File: config.mk
export PLATFORM = sky130hd
export DESIGN_NAME = fork_n_sync
export DESIGN_NICKNAME = d
export VERILOG_FILES = /design/src/rtl/fork_pkg.sv /design/src/rtl/sync_ff.sv /design/src/rtl/fork_n_sync.sv
export SDC_FILE = /design/constraint.sdc
export NUM_CORES = 1
export LEC_CHECK = 0
export CAP_MARGIN = 25
export CORE_AREA = 2 2 96 98
export CTS_BUF_LIST = sky130_fd_sc_hd__clkbuf_4 sky130_fd_sc_hd__clkbuf_8
export DETAILED_ROUTE_END_ITERATION = 6
export DIE_AREA = 0 0 98 100
export REMOVE_ABC_BUFFERS = 1
export SKIP_CTS_REPAIR_TIMING = 1
export SKIP_LAST_GASP = 1
export SLEW_MARGIN = 10
export SYNTH_ARGS = -nofsm -noshare
export SYNTH_HDL_FRONTEND = slang
export SYNTH_HIERARCHICAL = 1
export SYNTH_SLANG_ARGS = --single-unit
File: constraint.sdc
create_clock -name clk_i -period 4 [get_ports clk_i]
set_input_delay 0.8 -clock clk_i [delete_from_list [all_inputs] [get_ports clk_i]]
set_output_delay 0.8 -clock clk_i [all_outputs]
set_load 0.03 [all_outputs]
File: src/rtl/fork_pkg.sv
// Shared definitions for the fork_n_sync 4-phase fork: FSM encoding and branch-count limits.
package fork_pkg;

  localparam int unsigned N_OUT_MIN = 2;
  localparam int unsigned N_OUT_MAX = 16;

  localparam int unsigned SYNC_NONE = 0;
  localparam int unsigned SYNC_TWO  = 2;

  typedef enum logic [1:0] {
    ST_IDLE     = 2'd0,
    ST_DISPATCH = 2'd1,
    ST_DRAIN    = 2'd2,
    ST_ACK      = 2'd3
  } fork_state_e;

endpackage

File: src/rtl/sync_ff.sv
// Two-flop synchroniser for a single asynchronous level, async active-low reset.
module sync_ff (
  input  logic clk_i,
  input  logic rst_ni,
  input  logic d_i,
  output logic q_o
);

  logic r_meta;
  logic r_sync;

  always_ff @(posedge clk_i or negedge rst_ni) begin
    if (!rst_ni) begin
      r_meta <= 1'b0;
      r_sync <= 1'b0;
    end else begin
      r_meta <= d_i;
      r_sync <= r_meta;
    end
  end

  assign q_o = r_sync;

endmodule

File: src/rtl/fork_n_sync.sv
// 4-phase handshake fork: one input transaction is broadcast to the enabled branches,
// each released independently, and the input is acknowledged once every branch returned to zero.
module fork_n_sync
  import fork_pkg::*;
#(
  parameter int unsigned N_OUT       = 3,
  parameter int unsigned DATA_W      = 32,
  parameter int unsigned SYNC_STAGES = 2
) (
  input  logic              clk_i,
  input  logic              rst_ni,
  input  logic              req_in_i,
  input  logic [DATA_W-1:0] data_in_i,
  input  logic [N_OUT-1:0]  en_mask_i,
  output logic              ack_in_o,
  output logic [N_OUT-1:0]  req_out_o,
  output logic [DATA_W-1:0] data_out_o,
  input  logic [N_OUT-1:0]  ack_out_i,
  output logic              busy_o,
  output logic              err_o
);

  if ((N_OUT < N_OUT_MIN) || (N_OUT > N_OUT_MAX)) begin : g_bad_n_out
    $error("fork_n_sync: N_OUT out of range");
  end
  if ((SYNC_STAGES != SYNC_NONE) && (SYNC_STAGES != SYNC_TWO)) begin : g_bad_sync
    $error("fork_n_sync: SYNC_STAGES must be 0 or 2");
  end

  logic [N_OUT-1:0] w_ack_s;

  // Branch acknowledges may come from another clock domain.
  if (SYNC_STAGES == SYNC_TWO) begin : g_sync
    for (genvar k = 0; k < N_OUT; k++) begin : g_bit
      sync_ff u_sync_ff (
        .clk_i  (clk_i),
        .rst_ni (rst_ni),
        .d_i    (ack_out_i[k]),
        .q_o    (w_ack_s[k])
      );
    end
  end else begin : g_nosync
    assign w_ack_s = ack_out_i;
  end

  fork_state_e       r_state;
  fork_state_e       w_state_nxt;
  logic [N_OUT-1:0]  r_pending;
  logic [N_OUT-1:0]  w_pending_nxt;
  logic [N_OUT-1:0]  r_mask;
  logic [N_OUT-1:0]  w_mask_nxt;
  logic [DATA_W-1:0] r_data;
  logic [DATA_W-1:0] w_data_nxt;
  logic [N_OUT-1:0]  r_req_out;
  logic              r_ack_in;
  logic              r_busy;
  logic              r_err;
  logic              w_viol;
  logic [N_OUT-1:0]  w_pending_rel;

  assign w_pending_rel = r_pending & ~w_ack_s;

  always_ff @(posedge clk_i or negedge rst_ni) begin
    if (!rst_ni) begin
      r_state   <= ST_IDLE;
      r_pending <= '0;
      r_mask    <= '0;
      r_data    <= '0;
      r_req_out <= '0;
      r_ack_in  <= 1'b0;
      r_busy    <= 1'b0;
      r_err     <= 1'b0;
    end else begin
      r_state   <= w_state_nxt;
      r_pending <= w_pending_nxt;
      r_mask    <= w_mask_nxt;
      r_data    <= w_data_nxt;
      r_req_out <= r_pending;
      r_ack_in  <= (w_state_nxt == ST_ACK);
      r_busy    <= (w_state_nxt != ST_IDLE);
      r_err     <= r_err | w_viol;
    end
  end

  // Next-state, capture and protocol-violation detection.
  always_comb begin
    w_state_nxt   = r_state;
    w_pending_nxt = r_pending;
    w_mask_nxt    = r_mask;
    w_data_nxt    = r_data;
    w_viol        = 1'b0;
    unique case (r_state)
      ST_IDLE: begin
        w_viol = |w_ack_s;
        if (req_in_i) begin
          w_data_nxt    = data_in_i;
          w_mask_nxt    = en_mask_i;
          w_pending_nxt = en_mask_i;
          w_state_nxt   = (en_mask_i == '0) ? ST_ACK : ST_DISPATCH;
        end
      end
      ST_DISPATCH: begin
        w_viol        = |(w_ack_s & ~r_mask);
        w_pending_nxt = w_pending_rel;
        if (w_pending_rel == '0) begin
          w_state_nxt = ST_DRAIN;
        end
      end
      ST_DRAIN: begin
        w_viol = |(w_ack_s & ~r_mask);
        if ((w_ack_s & r_mask) == '0) begin
          w_state_nxt = ST_ACK;
        end
      end
      ST_ACK: begin
        w_viol = |(w_ack_s & ~r_mask);
        if (!req_in_i) begin
          w_state_nxt = ST_IDLE;
        end
      end
      default: begin
        w_state_nxt = ST_IDLE;
      end
    endcase
  end

  assign ack_in_o   = r_ack_in;
  assign req_out_o  = r_req_out;
  assign data_out_o = r_data;
  assign busy_o     = r_busy;
  assign err_o      = r_err;

endmodule

; After elaboration in Yosys (flattened, before gate mapping)
; Index checks and enable logic that the tools add are counted.
[op_classes]
n_mux = 9
bitwise_logic = 6
n_eq_ne = 5
n_reduce_logical = 11
[ops]
columns = op, n
row1 = 2-bit 2-to-1 mux, 5
row2 = 3-bit AND, 3
row3 = 3-bit logical NOT, 3
row4 = 3-bit OR reduction, 3
row5 = 2-bit case mux with 4 select lines, 1
row6 = 2-bit == test (second input constant), 3
row7 = 3-bit inverter, 2
row8 = 3-bit case mux with 2 select lines, 1
row9 = 2-bit AND reduction, 2
row10 = 2-bit nonzero test, 2
row11 = 3-bit 2-to-1 mux, 1
row12 = 2-bit by 1-bit == test with 1-bit output (second input constant), 1
row13 = 2-bit logical NOT, 1
row14 = 2-bit inequality test (second input constant), 1
row15 = 1-bit case mux with 2 select lines, 1
row16 = 1-bit OR, 1
[word_totals]
register_bits = 52
wordCells = 45

; Logic depth before layout (Yosys ltp)
[logic_depth]
depth_word = 6
ltp_mapped = 7
mapped_depth_nobuf = 4

; Cells and area by module
; The synthesis kept the hierarchy.
[by_module_without_submodules]
columns = module, seq_area_each_um2, cells_each, area_each_um2, instances
row1 = fork_n_sync, 1151.1, 131, 1990.7, 1
row2 = sync_ff, 50.0, 2, 50.0, 3

; Least setup slack after synthesis
; No wires, ideal clock.
[synth_path]
kind = in2reg
start = input req_in_i
end = register r_data[0], in the netlist data_out_o[0]
t_arrival_ns = 1.639
path_stages = 5
path_buffers = 2
setup_time_ns = 0.125
slack_ns = 2.236
cell_sequence = nor2b_4 and2_4 buf_12 buf_12 mux2_4
[synth_via]
elab_chain_cells = 1
[synth_lines]
columns = element, line_no
row1 = from (decl), fork_n_sync.sv:12  ; input logic req_in_i,
row2 = 2-bit AND reduction (no line), -
row3 = to (signal assigned), fork_n_sync.sv:77  ; r_data <= w_data_nxt;
row4 = to (decl), fork_n_sync.sv:52  ; logic [DATA_W-1:0] r_data;
; No other way between the ends.
; A chain may end at the register's enable or synchronous reset.

; Final worst setup path
[layout_path]
start = input req_in_i
end = register r_data[14], in the netlist data_out_o[14]
; The elaborated chain is that of the path after synthesis.

==> flow_summary_export.csv <==
group,metric,value,unit
finish,fin_cells,328,
yosys,yosysTopAreaCell,"dfrtp_1",
global_routing,antenna_found_initial,0,
yosys,synthXorXnorAreaFrac,0,%
sta,final-max-slew-violation-count,0,
drt,drc,0,
yosys,synth_simple_gate_area_share,5.669,%
yosys,ys_types,24,
global_routing,grt_pass1_vias,1441,
yosys,ys_seq_area_share,60.78,%
worst_setup_path,crit_path_end_kind,"flip-flop",
sta,fmax,409.5,MHz
finish,diodes,0,
yosys,ys_warn_count,6,
drt,routed-via-count,1368,
yosys,syn-mean-instance-area,15.63,sq um
sta,fin_skew,0.005691,ns
place,hpwl,3.062,mm
yosys,synth-async-reset-ratio,100.0,%
min_path,hold_class,"reg -> reg",
drt,avgViaCountPerCell,4.171,
sta,fin_crit,2.442,ns
run,drv_cap,0,
clocking,htreeDepth,2,
sta,slew_headroom,56.76,%
place,dp.cells,321,
floorplan,initial_core_util,24.08,%
worst_setup_path,cp_data_arrival_time,2.63,ns
sta,rsz0062_at_grt,"false",
yosys,yosys.area_share.adder,0,%
yosys,synth.top_cell.area_share,60.78,%
pwr,p_per_area,813.4,nW/um^2
yosys,synth_edf_count,0,
clocking,max-clock-path-buffers,2,
finish,num-fill-cells,876,
drt,drtPass1Iterations,4,
global_routing,grt_pass1_wl,7.286,mm
worst_setup_path,cp.required,4.19,ns
worst_setup_path,reg2reg_from,"r_state[1]$_DFF_PN0_",
finish,final_common_cell,"clkdlybuf4s50_1",
yosys,synth_cells,137,
drt,drt_iter0_markers,73,
finish,drive_gt1_share,21.66,%
yosys,synth_compound_area_share,5.260,%
floorplan,die_w,98,microns
finish,layout.nets,258,
global_routing,grt_overflow_total,0,
clocking,clock-sinks,52,
sta,worst_pin_slew,0.6486,ns
global_routing,grt.total_usage,9.385,%
floorplan,coreArea,8890,sq um
worst_setup_path,critPathMaxFanout,36,
yosys,synthMuxAreaShare,22.79,%
finish,layout_common_cells,"77 x clkdlybuf4s50_1, 52 x dfrtp_1, 28 x mux2_4",
drt,drt_wl_total,4.396,mm
floorplan,ios,79,
status,status,"finished, final reports clean",
worst_setup_path,path_class,"in -> reg",
sta,fin_crit_sh,61.05,%
yosys,synth_top_family_by_area,"multiplexers",
place,gp_congestion,0.8047,
floorplan,placementRows,35,
worst_setup_path,startpoint,"req_in_i",
clocking,cts_tree,"done",
clocking,clkLatencyLatePin,0.30,ns
yosys,syn_area,2141,sq um
yosys,synth_ff_type,"dfrtp_1",
clocking,clkTransAtPathRegs,0.09,ns
floorplan,dieArea,9800,sq um
finish,area_growth,42.43,%
pwr,leakage,1.298,nW
clocking,cts_buffers,5,
place,io_buffer_count,78,
worst_setup_path,startpoint_type,"input port",
sta,setup_violations,0,
pwr,irDropWorstVdd,0.0003238,V
floorplan,dieHeight,100,microns
sta,hold_viol,0,
global_routing,grt_max_degree,37,
min_path,holdCritStartpoint,"g_sync.g_bit[0].u_sync_ff/r_meta$_DFF_PN0_",
clocking,root_buffer,"clkbuf_8",
sta,setup_tns,0,ns
yosys,synth-seq-cells,52,
yosys,synth_area_leaders,"dfrtp_1 61%, mux2_4 20%, buf_12 3.7%",
drt,ant_nets,0,
drt,wl_per_cell,13.40,microns
Yosys cell counts (all sizes together), types with 2 or more instances:
master   number
nor2b         2
mux2         34
nor2          3
nand2b        2
nand2         6
inv           6
o22ai         2
o2111ai       2
dfrtp        52
a21oi         4
o21ai         7
buf           6
and2b         2
nor3          2
critical path: stages:
cell and delay [ns]:
clkdlybuf4s50_1 0.60, nor2b_4 0.22, and2_4 0.58, mux2_2 0.40
state kept, by name (all words and copies together) (netlist names):
register,count
ack_in_o,1
r_pending,3
busy_o,1
err_o,1
g_sync.g_bit.u_sync_ff/q_o,3
data_out_o,32
req_out_o,3
r_state,2
r_mask,3
g_sync.g_bit.u_sync_ff/r_meta,3
through the flow:
stage                     utilization [%]  power [mW]  worst slack [ns]  hold slack [ns]  instance area [sq um]
after floorplan                         -       1.692             2.076           0.3312                   2046
after global placement              33.38       2.198             1.268           0.3335                   2968
after detailed placement            33.38       2.207             1.213           0.3379                   2968
after CTS                           34.30       2.520             1.540           0.3599                   3049
after global routing                34.30       2.629             1.449           0.3728                   3049
final                               34.30       2.480             1.558           0.3548                   3049
layer usage:
layer / routed length, microns / vias to the layer above / GRT usage (%) / share of wire [%]
li1: - / 631 / - / -
met1: 1930 / 685 / 12.34 / 44
met2: 2127 / 48 / 14.75 / 48
met3: 298 / 4 / 3.343 / 6.8
met4: 40 / 0 / 2.564 / 0.91
met5: 0 / - / 0 / 0
logic make-up after synthesis:
group,after synthesis
compound gates,18
buf+inv,12
flops,52
mux,34
simple gates,21
power breakdown:
| part | total, mW | leakage (nW) | switching [mW] | internal (mW) |
|---|---|---|---|---|
| clock | 0.288 | 0.0445 | 0.162 | 0.126 |
| combinational | 1.29 | 0.637 | 0.632 | 0.658 |
| sequential | 0.902 | 0.617 | 0.149 | 0.753 |
| total | 2.48 | 1.30 | 0.943 | 1.54 |
path summary, 6_finish.rpt:
check                      slack [ns]  depth (start not counted)                                       to
min reg2reg                      0.35                          0  g_sync.g_bit[0].u_sync_ff/q_o$_DFF_PN0_
max in group asynchronous        2.74                          2               data_out_o[31]$_DFFE_PN0P_
min                              0.35                          0  g_sync.g_bit[0].u_sync_ff/q_o$_DFF_PN0_
min in group asynchronous        0.47                          1                data_out_o[2]$_DFFE_PN0P_
max reg2reg                      2.19                          3               data_out_o[14]$_DFFE_PN0P_
max                              1.56                          4               data_out_o[14]$_DFFE_PN0P_
layout make-up:
type | instances | area [sq um] | share of cell area (%)
Clock inverter | 1 | 5.005 | 0.1641
Sequential cell | 52 | 1301 | 42.68
Timing Repair Buffer | 79 | 783.3 | 25.69
Clock buffer | 6 | 76.32 | 2.503
Multi-Input combinational cell | 73 | 721.9 | 23.68
Inverter | 6 | 22.52 | 0.7386
Tap cell | 111 | 138.9 | 4.555
(Power assumes the default switching activity.)
